<file path="src/rtl/cpu_ctrl_pkg.sv">
// Shared definitions for the multicycle control sequencer: state encoding,
// instruction class codes and the special halt/timeout constants.
package cpu_ctrl_pkg;

  typedef enum logic [2:0] {
    IDLE,
    FETCH,
    DECODE,
    EXEC,
    MEM,
    WB,
    HALT
  } state_e;

  localparam logic [1:0] CLS_ALU = 2'b00;
  localparam logic [1:0] CLS_MEM = 2'b01;
  localparam logic [1:0] CLS_BR  = 2'b10;
  localparam logic [1:0] CLS_SPC = 2'b11;

  localparam logic [8:0] HALT_INSTR  = 9'h1FF;
  localparam logic [7:0] MEM_TIMEOUT = 8'd255;

endpackage

</file>
<file path="src/rtl/instr_class_decode.sv">
// Splits the IR into one-hot class flags plus store and halt qualifiers.
module instr_class_decode
  import cpu_ctrl_pkg::*;
(
  input  logic [8:0] instruction,
  output logic       is_alu,
  output logic       is_mem,
  output logic       is_store,
  output logic       is_branch,
  output logic       is_halt
);

  always_comb begin
    is_alu    = 1'b0;
    is_mem    = 1'b0;
    is_store  = 1'b0;
    is_branch = 1'b0;
    is_halt   = (instruction == HALT_INSTR);
    case (instruction[8:7])
      CLS_ALU: is_alu = 1'b1;
      CLS_MEM: begin
        is_mem   = 1'b1;
        is_store = instruction[6];
      end
      CLS_BR:  is_branch = 1'b1;
      CLS_SPC: ;
      default: ;
    endcase
  end

endmodule

</file>
<file path="src/rtl/multicycle_sequencer.sv">
// Multicycle CPU control FSM: fetch/decode/execute/memory/writeback sequencing,
// memory wait timeout, and a saturating retired-instruction counter.
module multicycle_sequencer
  import cpu_ctrl_pkg::*;
(
  input  logic        clk,
  input  logic        rst_n,
  input  logic        start,
  input  logic [8:0]  instruction,
  input  logic        alu_zero,
  input  logic        mem_ack,
  output logic        mem_req,
  output logic        mem_we,
  output logic        addr_sel,
  output logic        ir_write,
  output logic        alu_op,
  output logic        branch,
  output logic        reg_write,
  output logic        pc_inc,
  output logic        pc_load,
  output logic        done,
  output logic        err,
  output logic [15:0] retired
);

  state_e      state_q, state_d;
  logic [7:0]  wait_q, wait_d;
  logic [15:0] retired_q, retired_d;
  logic        err_q, err_d;

  logic is_alu, is_mem, is_store, is_branch, is_halt;

  instr_class_decode u_decode (
    .instruction (instruction),
    .is_alu      (is_alu),
    .is_mem      (is_mem),
    .is_store    (is_store),
    .is_branch   (is_branch),
    .is_halt     (is_halt)
  );

  always_ff @(posedge clk) begin
    if (!rst_n) begin
      state_q   <= IDLE;
      wait_q    <= '0;
      retired_q <= '0;
      err_q     <= 1'b0;
    end else begin
      state_q   <= state_d;
      wait_q    <= wait_d;
      retired_q <= retired_d;
      err_q     <= err_d;
    end
  end

  // The wait counter defaults to zero so it is already clear on any entry
  // into FETCH or MEM; it only advances while a request sits unacknowledged.
  always_comb begin
    state_d   = state_q;
    wait_d    = '0;
    retired_d = retired_q;
    err_d     = err_q;
    mem_req   = 1'b0;
    mem_we    = 1'b0;
    addr_sel  = 1'b0;
    ir_write  = 1'b0;
    alu_op    = 1'b0;
    branch    = 1'b0;
    reg_write = 1'b0;
    pc_inc    = 1'b0;
    pc_load   = 1'b0;
    done      = 1'b0;

    case (state_q)
      IDLE: begin
        if (start) begin
          state_d   = FETCH;
          retired_d = '0;
          err_d     = 1'b0;
        end
      end
      FETCH: begin
        mem_req = 1'b1;
        if (mem_ack) begin
          ir_write = 1'b1;
          state_d  = DECODE;
        end else if (wait_q == MEM_TIMEOUT) begin
          state_d = HALT;
          err_d   = 1'b1;
        end else begin
          wait_d = wait_q + 8'd1;
        end
      end
      DECODE: state_d = is_halt ? HALT : EXEC;
      EXEC: begin
        alu_op = 1'b1;
        if (is_alu) begin
          state_d = WB;
        end else if (is_mem) begin
          state_d = MEM;
        end else if (is_branch) begin
          branch  = 1'b1;
          pc_load = ~alu_zero;
          pc_inc  = alu_zero;
          state_d = FETCH;
        end else begin
          pc_inc  = 1'b1;
          state_d = FETCH;
        end
      end
      MEM: begin
        mem_req  = 1'b1;
        addr_sel = 1'b1;
        mem_we   = is_store;
        if (mem_ack) begin
          if (is_store) begin
            pc_inc  = 1'b1;
            state_d = FETCH;
          end else begin
            state_d = WB;
          end
        end else if (wait_q == MEM_TIMEOUT) begin
          state_d = HALT;
          err_d   = 1'b1;
        end else begin
          wait_d = wait_q + 8'd1;
        end
      end
      WB: begin
        reg_write = 1'b1;
        pc_inc    = 1'b1;
        state_d   = FETCH;
      end
      HALT: begin
        done = 1'b1;
        if (start) begin
          state_d   = FETCH;
          retired_d = '0;
          err_d     = 1'b0;
        end
      end
      default: state_d = IDLE;
    endcase

    if ((pc_inc || pc_load) && (retired_q != 16'hFFFF)) begin
      retired_d = retired_q + 16'd1;
    end
  end

  assign err     = err_q;
  assign retired = retired_q;

endmodule
</file>
<file path="config.mk">
export PLATFORM = sky130hd
export DESIGN_NAME = multicycle_sequencer
export DESIGN_NICKNAME = d
export VERILOG_FILES = /design/src/rtl/cpu_ctrl_pkg.sv /design/src/rtl/instr_class_decode.sv /design/src/rtl/multicycle_sequencer.sv
export SDC_FILE = /design/constraint.sdc
export NUM_CORES = 1
export LEC_CHECK = 0
export CAP_MARGIN = 20
export CORE_MARGIN = 2
export CORE_UTILIZATION = 49
export CTS_CLUSTER_DIAMETER = 150
export DETAILED_ROUTE_END_ITERATION = 6
export GPL_TIMING_DRIVEN = 0
export MAX_ROUTING_LAYER = met4
export PLACE_DENSITY = 0.8
export SLEW_MARGIN = 20
export SYNTH_ARGS = -nofsm -noshare
export SYNTH_HDL_FRONTEND = slang
export SYNTH_SLANG_ARGS = --single-unit
export TNS_END_PERCENT = 10
</file>
<file path="constraint.sdc">
create_clock -name clk -period 2.5 [get_ports clk]
set_input_delay 0.5 -clock clk [delete_from_list [all_inputs] [get_ports clk]]
set_output_delay 0.5 -clock clk [all_outputs]
set_load 0.005 [all_outputs]
</file>
# [After elaboration in Yosys (flattened, before gate mapping)]
# Cells that the tools add are included.
[totals] ff_bits=28 wordCells=77 output_inout_bits=27
[op_classes] n_mux=42 n_addsub=2 eq_ne=14 bitwise=3 n_reduce_logical=12
[op_table] op="$mux W16" count=3
[op_table] op="$mux W1" count=28
[op_table] op="$mux W3" count=8
[op_table] op="$pmux W3 S6" count=1
[op_table] op="$add A16 B1 Y16 const B" count=1
[op_table] op="$ne A16 B16 Y1 const B" count=1
[op_table] op="$eq A3 B3 Y1 const B" count=3
[op_table] op="$eq A9 B9 Y1 const B" count=1
[op_table] op="$add A8 B1 Y8 const B" count=1
[op_table] op="$eq A8 B8 Y1 const B" count=1
[op_table] op="$eq A3 B2 Y1 const B" count=2
[op_table] op="$reduce_bool A2 Y1" count=3
[op_table] op="$ne A2 B1 Y1 const B" count=2
[op_table] op="$reduce_and A4 Y1" count=1
[op_table] op="$reduce_or A2 Y1" count=2
[op_table] op="$reduce_or A4 Y1" count=1
[op_table] op="$eq A3 B1 Y1 const B" count=1
[op_table] op="$logic_not A3 Y1" count=1
[op_table] op="$not A1 Y1" count=3
[op_table] op="$pmux W1 S3" count=1
[op_table] op="$eq A2 B1 Y1 const B" count=1
[op_table] op="$eq A2 B2 Y1 const B" count=1
[op_table] op="$logic_not A2 Y1" count=1
[op_table] op="$ne A2 B2 Y1 const B" count=1
[op_table] op="4 further kinds" count=4

# [Logic depth before layout (Yosys ltp)]
[depth] ltp_word=10 depth_mapped=8 ltp_nobuf=6

# [Hierarchy]
# From an unflattened synthesis, not the netlist that was laid out.
[hier_totals] cells_unflattened=220 hier_area_um2=1730.4
[modules_own_cells] module="multicycle_sequencer" seq_area_each_um2=560.5 instances=1 cells_each=212 area_per_inst_um2=1684.1
[modules_own_cells] module="instr_class_decode" seq_area_each_um2=0.0 instances=1 cells_each=8 area_per_inst_um2=46.3

# [Worst setup path after synthesis]
# No wires, ideal clock.
[synth_timing] path_kind="reg2reg" from="register retired_q[0] (netlist: retired[0])" to="register retired_q[8] (netlist: retired[8])" n_path_buf=2 arrival_time_ns=1.997 setup_time_ns=0.088 path_slack_ns=0.415 stages_incl_launch_ff=9 cell_sequence="dfxtp_1 > ha_1 > nand3_1 > or4_1 > buf_2 > a211oi_4 > buf_6 > o21ai_0 > o31ai_1"
[synth_between] elab_chain_len=4
[synth_lines] item="from (decl)" line="multicycle_sequencer.sv:28" text="logic [15:0] retired_q, retired_d;"
[synth_lines] item="from (signal assigned)" line="multicycle_sequencer.sv:51" text="retired_q <= retired_d;"
[synth_lines] item="branches (longest 4 deep; another with $add A16 B1 Y16)"
# Several ways; the timed one is not identified.
# A chain may end at the register's enable or synchronous reset.

# [Final worst setup path]
[layout_timing] from="register state_q[1]" to="output port mem_we"
[layout_between] elab_chain_len=2
[layout_lines] item="from (decl)" line="multicycle_sequencer.sv:26" text="state_e state_q, state_d;"
[layout_lines] item="from (signal assigned)" line="multicycle_sequencer.sv:49" text="state_q <= state_d;"
[layout_lines] item="$eq A3 B3 Y1" line="multicycle_sequencer.sv:74" text="case (state_q)"
[layout_lines] item="$mux W1" line="multicycle_sequencer.sv:74"
[layout_lines] item="to (decl)" line="multicycle_sequencer.sv:13" text="output logic mem_we,"
# No other way between the ends.

==> results_dict.tcl <==
set metrics [dict create \
    outcome "completed" \
    synth_top_cell_area_share_pct 34.0 \
    track_usage_pct 21.7 \
    clk_path_buf_depth 2 \
    drtIter0Drc 64 \
    wl_per_cell_um 12.6 \
    timing.slew.headroom_pct 52.5 \
    slowest_stage "clkdlybuf4s50_1" \
    cts_root_buffer "clkbuf_4" \
    synth_edf_count 0 \
    holdPathStages 1 \
    htreeDepth 1 \
    p_per_area_nw_per_um2 418 \
    power.leakage_nw 0.713 \
    register_area_um2 563 \
    setup_viol 0 \
    netlist_area_um2 1650 \
    synth_area_leaders "dfxtp_1 34%, nor2_1 6.1%, nand2_1 5.2%, o21ai_0 5.2%, nand3_1 3.9%" \
    cts_buffers 3 \
    overflow 0 \
    final_antenna_net_count 0 \
    hold_buffers 0 \
    path_cells "buf_2 -> nand2b_1 -> nor4_2 -> clkdlybuf4s50_1" \
    synthFlopType "dfxtp_1" \
    grt_max_degree 17 \
    wirelength_um 3850 \
    drive_gt1_share_pct 8.46 \
    synth.largest_area_cell "dfxtp_1" \
    ir_drop_mv 0.252 \
    whs_ns 0.482 \
    cts.sinks 28 \
    synth.yosys.seq_area_share_pct 34.0 \
    worstPathMaxFanout 10 \
    postSynth.asyncResetShare_pct 0 \
    maxCapViolations 0 \
    final_common_cell "clkdlybuf4s50_1" \
    grt_pass1_vias 1485 \
    worstMarginPinSlew_ns 0.707 \
    grt_pass1_wl_um 6240 \
    vias 1716 \
    worstRegToRegCells 8 \
    numPortBuffers 40 \
    place_congestion 0.813 \
    hpwl_um 2800 \
    antenna_found_initial 0 \
    finClkSkew_ns 0.00211 \
    multi_input_area_um2 1030 \
    setup_tns_ns 0 \
    syn_inst 218 \
    n_antenna_cell 0 \
    finalCritPeriodShare_pct 97.1 \
    ys_ff_latch 28 \
    layout_common_cells "36 x clkdlybuf4s50_1, 27 x nor2_1, 26 x dfxtp_1" \
    worstSetupPathType "reg -> out" \
    dieHeight_um 62.0 \
    start_util_pct 50.2 \
    worstSkewPairLatency_ns 0.33 \
    hold_class "reg -> reg" \
    yosys.cell_types.count 48 \
    max_clock_freq_mhz 412 \
    fin_crit_ns 2.43 \
    avgSynthCellArea_um2 7.57 \
    die_x_um 62.0 \
    yosysWarnings 0 \
    drcViolationCount 0 \
    first_pass_iters 4 \
    num_rows 21 \
    critPathLaunchType "register" \
    nets 277 \
    ios 41 \
    avgViaCountPerCell 5.61 \
    cts_tree "yes" \
    syn_nets 234 \
    drv_slew 0 \
    critPathMaxStageDelay_ns 0.54 \
    die_area_um2 3850 \
    clkTransAtPathRegs_ns 0.15 \
    cp.arrival_ns 1.93 \
    core_um2 3280 \
    critPathCaptureType "output pin" \
    rsz0062_at_grt "yes" \
    nFillCells 319 \
    areaGrowthSynthToFinish_pct 31.4 \
    crit_required_ns 2.00 \
    finalHoldViolations 0 \
]
[state kept, by name, indices dropped and copies added (netlist names)]
| name | cells |
|---|---|
| wait_q | 8 |
| err | 1 |
| retired | 16 |
| state_q | 3 |
[final cells by class]
class,count,share of cell area [%]
sequential,28,26.0
tap,46,2.65
timing repair buffer,40,18.2
buffer,7,1.73
clock inverter,1,1.38
clock buffer,3,1.04
inverter,8,1.38
multi-input combinational,173,47.6
[worst paths after layout]
path / start / endpoint / slack [ns]
max reg2reg: retired[1] / retired[13] / 0.19
min reg2reg: wait_q[0] / wait_q[0] / 0.48
min: wait_q[0] / wait_q[0] / 0.48
max: state_q[1] / mem_we / 0.07
[cells in the mapped netlist, types with 3 or more instances]
library cell,n
nor4_1,5
nor3_1,7
nand4_1,8
xnor2_1,3
nand2_1,23
nor2b_1,3
a21oi_1,9
clkbuf_1,5
xor2_1,4
dfxtp_1,28
inv_1,7
nand2b_1,7
o311ai_0,3
o21ai_0,17
a31oi_1,5
nor2_1,27
or3_1,4
nand3_1,13
[where the power goes]
part | leakage [nW] | internal (mW) | switching (mW)
sequential | 0.227 | 0.453 | 0.00864
combinational | 0.458 | 0.0679 | 0.0763
clock | 0.0279 | 0.162 | 0.139
[stage by stage]
step,instance area (µm²),worst slack (ns),total power [mW],std cells,utilization [%]
4_1_cts,2160,0.0110,0.912,307,65.9
3_5_place_dp,2110,-0.184,0.615,304,64.2
2_1_floorplan,1650,0.415,0.556,218,-
3_3_place_gp,2110,-0.203,0.613,304,64.2
6_report,2170,0.0722,0.907,306,66.0
5_1_grt,2170,-0.0529,0.951,306,66.0
[routing by layer]
metal | up-vias | wire length (µm) | GRT usage, %
met5 | - | 0 | -
met1 | 784 | 1890 | 29.8
met2 | 46 | 1770 | 32.7
li1 | 882 | - | -
met4 | 0 | 25 | 6.99
met3 | 4 | 165 | 3.11
[cell families after synthesis]
kind of cell	synth area share, %
and+or+nand+nor	35.9
AOI/OAI and AO/OA	20.4
xor gates and xnor gates	3.72
DFF	34.0
adders and majority gates	1.52
buffers and inverters	4.47
[repair_timing]
action / in CTS / in global routing
hold endpoints to repair: 0 / 0
setup buffers: 0 / 0
resized for setup: 7 / 4
setup endpoints to repair: 5 / 11
[critical path: cells and delay by family (launching register included)]
kind	cells	cell delay, ns
flip-flops	1	0.33
buffers and inverters	2	0.70
AND/OR/NAND/NOR	2	0.57
(Power assumes the default switching activity.)
